==> config.mk <==
export PLATFORM = sky130hd
export DESIGN_NAME = muldiv_hilo_unit
export DESIGN_NICKNAME = d
export VERILOG_FILES = /design/src/rtl/muldiv_hilo_unit.sv
export SDC_FILE = /design/constraint.sdc
export NUM_CORES = 1
export LEC_CHECK = 0
export CORE_MARGIN = 1.5
export CORE_UTILIZATION = 64
export DETAILED_ROUTE_END_ITERATION = 7
export PLACE_DENSITY = 0.86
export SLEW_MARGIN = 20
export SYNTH_ARGS = -nofsm -noshare
export SYNTH_HDL_FRONTEND = slang
export SYNTH_SLANG_ARGS = --single-unit
==> constraint.sdc <==
create_clock -name clk -period 25.2 [get_ports clk]
set_clock_uncertainty 0.15 [all_clocks]
set_input_delay 5.04 -clock clk [delete_from_list [all_inputs] [get_ports clk]]
set_output_delay 5.04 -clock clk [all_outputs]
set_load 0.03 [all_outputs]
==> src/rtl/muldiv_hilo_unit.sv <==
// Iterative multiply/divide engine with the HI/LO register pair for mfhi/mflo/mthi/mtlo.
// One shift-add or restoring-subtract step per cycle on magnitudes; signs are applied in FIX.
module muldiv_hilo_unit #(
  parameter int WIDTH = 32
) (
  input  logic             clk,
  input  logic             rst,
  input  logic             start,
  input  logic [1:0]       op,
  input  logic [WIDTH-1:0] X,
  input  logic [WIDTH-1:0] Y,
  input  logic             hi_we,
  input  logic             lo_we,
  input  logic [WIDTH-1:0] wdata,
  output logic             busy,
  output logic             done,
  output logic             div_zero,
  output logic [WIDTH-1:0] hi,
  output logic [WIDTH-1:0] lo
);

  localparam int CW = (WIDTH > 1) ? $clog2(WIDTH) : 1;

  typedef enum logic [1:0] {
    S_IDLE = 2'd0,
    S_LOAD = 2'd1,
    S_RUN  = 2'd2,
    S_FIX  = 2'd3
  } state_t;

  state_t             state_r, state_nxt_s;
  logic [1:0]         op_r;
  logic [WIDTH-1:0]   x_r, y_r, opnd_r;
  logic [2*WIDTH-1:0] acc_r;
  logic [CW-1:0]      cnt_r;
  logic               sx_r, sy_r;

  logic               is_signed_s, is_div_s;
  logic [WIDTH-1:0]   x_abs_s, y_abs_s;
  logic [WIDTH:0]     mult_sum_s;
  logic [2*WIDTH-1:0] mult_next_s;
  logic [WIDTH:0]     div_shift_s, div_diff_s;
  logic               div_ge_s;
  logic [WIDTH-1:0]   div_rem_s;
  logic [2*WIDTH-1:0] div_next_s;
  logic [2*WIDTH-1:0] prod_s;
  logic [WIDTH-1:0]   quot_s, rem_s;
  logic [WIDTH-1:0]   res_hi_s, res_lo_s;
  logic               dz_s;

  assign is_signed_s = op_r[0];
  assign is_div_s    = op_r[1];

  // State register
  always_ff @(posedge clk or posedge rst) begin
    if (rst) begin
      state_r <= S_IDLE;
    end else begin
      state_r <= state_nxt_s;
    end
  end

  // Next-state logic
  always_comb begin
    state_nxt_s = state_r;
    case (state_r)
      S_IDLE: begin
        if (start) begin
          state_nxt_s = S_LOAD;
        end else begin
          state_nxt_s = S_IDLE;
        end
      end
      S_LOAD: state_nxt_s = S_RUN;
      S_RUN: begin
        if (cnt_r == {CW{1'b0}}) begin
          state_nxt_s = S_FIX;
        end else begin
          state_nxt_s = S_RUN;
        end
      end
      S_FIX:   state_nxt_s = S_IDLE;
      default: state_nxt_s = S_IDLE;
    endcase
  end

  // Operand magnitudes for signed ops
  always_comb begin
    x_abs_s = x_r;
    y_abs_s = y_r;
    if (is_signed_s && x_r[WIDTH-1]) begin
      x_abs_s = -x_r;
    end else begin
      x_abs_s = x_r;
    end
    if (is_signed_s && y_r[WIDTH-1]) begin
      y_abs_s = -y_r;
    end else begin
      y_abs_s = y_r;
    end
  end

  // Iteration step: acc holds {partial, multiplier} for mult, {remainder, quotient} for div
  always_comb begin
    mult_sum_s  = {1'b0, acc_r[2*WIDTH-1:WIDTH]} +
                  (acc_r[0] ? {1'b0, opnd_r} : {(WIDTH+1){1'b0}});
    mult_next_s = {mult_sum_s, acc_r[WIDTH-1:1]};
    div_shift_s = {acc_r[2*WIDTH-1:WIDTH], acc_r[WIDTH-1]};
    div_diff_s  = div_shift_s - {1'b0, opnd_r};
    // remainder < divisor keeps the trial difference within WIDTH+1 bits, so its MSB is the borrow
    div_ge_s    = ~div_diff_s[WIDTH];
    if (div_ge_s) begin
      div_rem_s = div_diff_s[WIDTH-1:0];
    end else begin
      div_rem_s = div_shift_s[WIDTH-1:0];
    end
    div_next_s  = {div_rem_s, acc_r[WIDTH-2:0], div_ge_s};
  end

  // Sign fix-up and divide-by-zero override of the final result
  always_comb begin
    dz_s     = (y_r == {WIDTH{1'b0}});
    prod_s   = acc_r;
    quot_s   = acc_r[WIDTH-1:0];
    rem_s    = acc_r[2*WIDTH-1:WIDTH];
    res_hi_s = {WIDTH{1'b0}};
    res_lo_s = {WIDTH{1'b0}};
    if (is_signed_s && (sx_r ^ sy_r)) begin
      prod_s = -acc_r;
      quot_s = -acc_r[WIDTH-1:0];
    end else begin
      prod_s = acc_r;
      quot_s = acc_r[WIDTH-1:0];
    end
    if (is_signed_s && sx_r) begin
      rem_s = -acc_r[2*WIDTH-1:WIDTH];
    end else begin
      rem_s = acc_r[2*WIDTH-1:WIDTH];
    end
    if (!is_div_s) begin
      res_hi_s = prod_s[2*WIDTH-1:WIDTH];
      res_lo_s = prod_s[WIDTH-1:0];
    end else if (dz_s) begin
      res_hi_s = x_r;
      res_lo_s = {WIDTH{1'b1}};
    end else begin
      res_hi_s = rem_s;
      res_lo_s = quot_s;
    end
  end

  // Datapath, HI/LO and status registers
  always_ff @(posedge clk or posedge rst) begin
    if (rst) begin
      op_r     <= 2'b00;
      x_r      <= {WIDTH{1'b0}};
      y_r      <= {WIDTH{1'b0}};
      opnd_r   <= {WIDTH{1'b0}};
      acc_r    <= {(2*WIDTH){1'b0}};
      cnt_r    <= {CW{1'b0}};
      sx_r     <= 1'b0;
      sy_r     <= 1'b0;
      busy     <= 1'b0;
      done     <= 1'b0;
      div_zero <= 1'b0;
      hi       <= {WIDTH{1'b0}};
      lo       <= {WIDTH{1'b0}};
    end else begin
      done <= 1'b0;
      case (state_r)
        S_IDLE: begin
          // a start in the same cycle as mthi/mtlo takes priority and drops the write
          if (start) begin
            x_r      <= X;
            y_r      <= Y;
            op_r     <= op;
            busy     <= 1'b1;
            div_zero <= 1'b0;
          end else begin
            if (hi_we) begin
              hi <= wdata;
            end
            if (lo_we) begin
              lo <= wdata;
            end
          end
        end
        S_LOAD: begin
          sx_r   <= x_r[WIDTH-1];
          sy_r   <= y_r[WIDTH-1];
          opnd_r <= is_div_s ? y_abs_s : x_abs_s;
          acc_r  <= {{WIDTH{1'b0}}, (is_div_s ? x_abs_s : y_abs_s)};
          cnt_r  <= CW'(WIDTH - 1);
        end
        S_RUN: begin
          acc_r <= is_div_s ? div_next_s : mult_next_s;
          if (cnt_r != {CW{1'b0}}) begin
            cnt_r <= cnt_r - {{(CW-1){1'b0}}, 1'b1};
          end
        end
        S_FIX: begin
          hi       <= res_hi_s;
          lo       <= res_lo_s;
          done     <= 1'b1;
          busy     <= 1'b0;
          div_zero <= is_div_s & dz_s;
        end
        default: begin
          busy <= 1'b0;
        end
      endcase
    end
  end

endmodule

* Word level (Yosys, flattened, before mapping)
Index checks and enable logic that the tools add are counted. W data, S select, Z words.
Cells by class: add/subtract/negate cells 8, eq/ne operators 8, muxes and demuxes 31, bitwise operators 3, reduce and logical (&&, ||, !) cells 15
Operator list (count):
- $mux W32 | 16
- $mux W64 | 2
- $neg A32 Y32 | 4
- $pmux W32 S2 | 2
- $pmux W64 S2 | 1
- $neg A64 Y64 | 1
- $add A32 B32 Y33 | 1
- $sub A33 B32 Y33 | 1
- $logic_not A32 Y1 | 1
- $ne A2 B2 Y1 const B | 5
- $pmux W5 S2 | 1
- $pmux W2 S4 | 1
- $reduce_and A2 Y1 | 3
- $reduce_and A3 Y1 | 2
- $logic_not A5 Y1 | 1
- $mux W1 | 5
- $mux W5 | 1
- $reduce_bool A5 Y1 | 1
- $sub A5 B1 Y5 const B | 1
- $eq A2 B2 Y1 const B | 2
- $logic_and A1 B1 Y1 | 4
- $pmux W1 S2 | 2
- $reduce_bool A2 Y1 | 2
- $eq A2 B1 Y1 const B | 1
- 4 further kinds | 4
Word-level totals: bits in registers 238, output and inout port bits 67, word-level logic and storage cells 79

* Longest topological paths before layout
depth after elaboration 6, gate-level depth with buffers 14, depth with buffers taken out 13

* Worst setup path before layout
No wires, ideal clock.
path kind input -> register, start point input start, end point register hi[27], setup time 0.087 ns, arrival 6.309 ns, required time 24.963 ns, slack 18.654 ns, stages on the path 6, path through nand2b_1 -> a21oi_1 -> clkbuf_1 -> clkbuf_1 -> nor2_1 -> a211oi_2
On the way: cells in the longest elaborated chain, start to end 2
RTL lines:
- from (decl) | line 8 | input logic start,
- $ne A2 B2 Y1 (no source line)
- $reduce_and A3 Y1 (no source line)
- to (signal assigned) | line 166 | hi <= {WIDTH{1'b0}};
- to (signal assigned) | line 181 | hi <= wdata;
- to (signal assigned) | line 202 | hi <= res_hi_s;
- to (decl) | line 18 | output logic [WIDTH-1:0] hi,
Every way passes these cells. A chain may end at the register's enable or synchronous reset.

* Worst setup path in the final report
start point input start, end point register hi[24]
The elaborated chain is that of the path after synthesis.

==> reports/qor.txt <==
FILL cells - 2024
Overall routing resource usage - 44.4%
Share of cells above drive strength 1 - 9.13%
Initial core utilization - 65.7%
Hold Crit Class - reg -> reg
Number of global-route vias before repair - 17600
Iter 0 DRT Violations - 3105
Sequential share of the synthesized area - 32.3%
Top cells by count, synth - dfrtp_1, nor2_1, a21oi_1, o21ai_0, nand2_1
Total Wirelength - 67.9 mm
DRC viols - 0
Core area - 28100 um^2
Worst Tran Pin Value - 1090 ps
Area grow syn2layout - 15.0%
Cts repair resizes - 0
CTS H-tree depth - 1
CP Class - in -> reg
Status - finished clean
Syn Nets - 2388
Crit path launch type - input pin
I/O pin count - 170
First-pass GRT wire length - 104 mm
Ys async rst share - 100%
Num rows - 61
Min Tclk post-route - 7480 ps
Syn avg cell area - 8.35 um^2
Slew Viols, Final - 0
Count leader, synth - dfrtp_1
Fin nets - 2470
RSZ-0062 raised after global routing - false
Post-CTS Setup Bufs - 0
Num CTS Buffers - 27
Clock-pin slew on the worst setup and hold paths - 60 ps
CP Data Arrival Time - 7800 ps
Die span in x - 173 um
Maximum root-to-sink buffer count - 3
CP endpoint kind - flip-flop
Hold_buf cts - 0
Distinct cells, synth - 87
Number of synthesized flops with an enable pin - 0
Setup TNS - 0 ps
Vias/cell - 7.01
Warnings, synthesis - 0
Hpwl dp - 49.9 mm
Synth Flop Type - dfrtp_1
CP required - 25510 ps
Critical Path Fanout Max - 39
IO buf count - 169
Tcrit/Tclk final - 29.7%
Pre-antenna DRT Iters - 7
Final number of setup-violating endpoints - 0
Antenna Nets Post-Route - 0
Area contributors post-synth - dfrtp_1, a21oi_1, mux2_2, o21ai_0, ha_1
TritonCTS clock tree - yes
Sink Count - 238
Initial antenna violation count - 1
Clk root buf - clkbuf_16
Top-area cell type share of the netlist area - 32.3%
Die height - 173 um
Final hold violation count - 0
Maxcap violations - 0
Area of the die - 29900 um^2
Area leader, netlist - dfrtp_1
Highest clock rate - 0.134 GHz
Synth Register Bits - 238
GPL Wtd Cong - 0.972
Worst skew pair latency - 560 ps
Wire length per cell - 25.2 um
Post-synthesis instance total - 2210
Largest net degree at the start of global routing - 96
Rel. slew slack - 27.3%
Gr ovfl total - 0
Mapped cell area - 18500 um^2
Via count - 18900
## placed cells by master, fill, tap and decap left out, types with 30 or more instances in the layout
master,count
dfrtp_1,237
xnor2_1,94
xor2_1,81
inv_1,90
nor2_1,233
a31oi_1,30
a21oi_1,208
clkdlybuf4s50_1,169
a211oi_1,44
nor3_1,38
mux2i_1,49
nand3_1,37
nand2_1,185
ha_1,69
o21ai_0,196
mux2_2,88
## kinds of logic after synthesis
logic type | Yosys count | synth area share [%]
buffers and inverters | 231 | 4.83
muxes | 146 | 9.12
adders and majority gates | 75 | 5.16
and+or+nand+nor | 649 | 16.8
AOI/OAI and AO/OA | 696 | 23.5
xor gates and xnor gates | 175 | 8.30
DFF | 238 | 32.3
## through the flow
step | cells | hold WS (ps) | setup WS (ps) | utilization, % | cell area [um^2]
final | 2690 | 332 | 17720 | 75.6 | 21200
after global routing | 2690 | 364 | 17560 | 75.6 | 21200
after CTS | 2689 | 342 | 17440 | 75.5 | 21200
after detailed placement | 2641 | 328 | 16890 | 72.2 | 20300
after global placement | 2641 | 312 | 17020 | 72.2 | 20300
after floorplan | 2210 | 316 | 13480 | - | 18500
## worst max-delay path: stages
cell	delay, ps
clkdlybuf4s50_1	560
nand2b_1	260
nand2_1	100
nand2_2	380
nor2_1	830
o21ai_0	220
a31oi_1	180
o21ai_0	100
o21ai_0	120
## routing by layer
| metal | share of wire (%) | vias up | routed length (um) | GRT usage (%) |
|---|---|---|---|---|
| met2 | 43 | 1455 | 29200 | 67.0 |
| li1 | - | 8169 | - | - |
| met3 | 13 | 281 | 8650 | 9.81 |
| met4 | 6.1 | 0 | 4160 | 23.1 |
| met5 | 0 | - | 0 | 0.481 |
| met1 | 38 | 8956 | 25900 | 60.2 |
## registers in the layout, summed over array words and instances, names as in the netlist
name / flops
acc_r: 64
hi: 32
lo: 32
opnd_r: 32
x_r: 32
y_r: 32
cnt_r: 5
op_r: 2
state_r: 2
busy: 1
div_zero: 1
done: 1
sx_r: 1
sy_r: 1
## path summary, 6_finish.rpt
check,start,slack [ps],end,depth (start not counted)
min reg2reg,lo[17],330,lo[17],2
max in group asynchronous,rst,18610,y_r[6],3
min,lo[17],330,lo[17],2
max,start,17720,hi[24],9
min in group asynchronous,rst,4830,lo[23],2
max reg2reg,acc_r[31],20060,acc_r[61],13
## cell type report
type	instances	area [um^2]	area share, %
multi-input cells	1741	11600	54.9
diodes	1	2.50	0.0118
well taps	378	473	2.23
repair buffers	191	1860	8.75
clock inverters	13	181	0.855
clock buffers	35	746	3.51
inverters	93	357	1.68
flip-flops and latches	238	5960	28.1
Power is left out: the tool's default activity adds up to more than one toggle a clock period on the data nets, which glitch-free logic cannot reach.
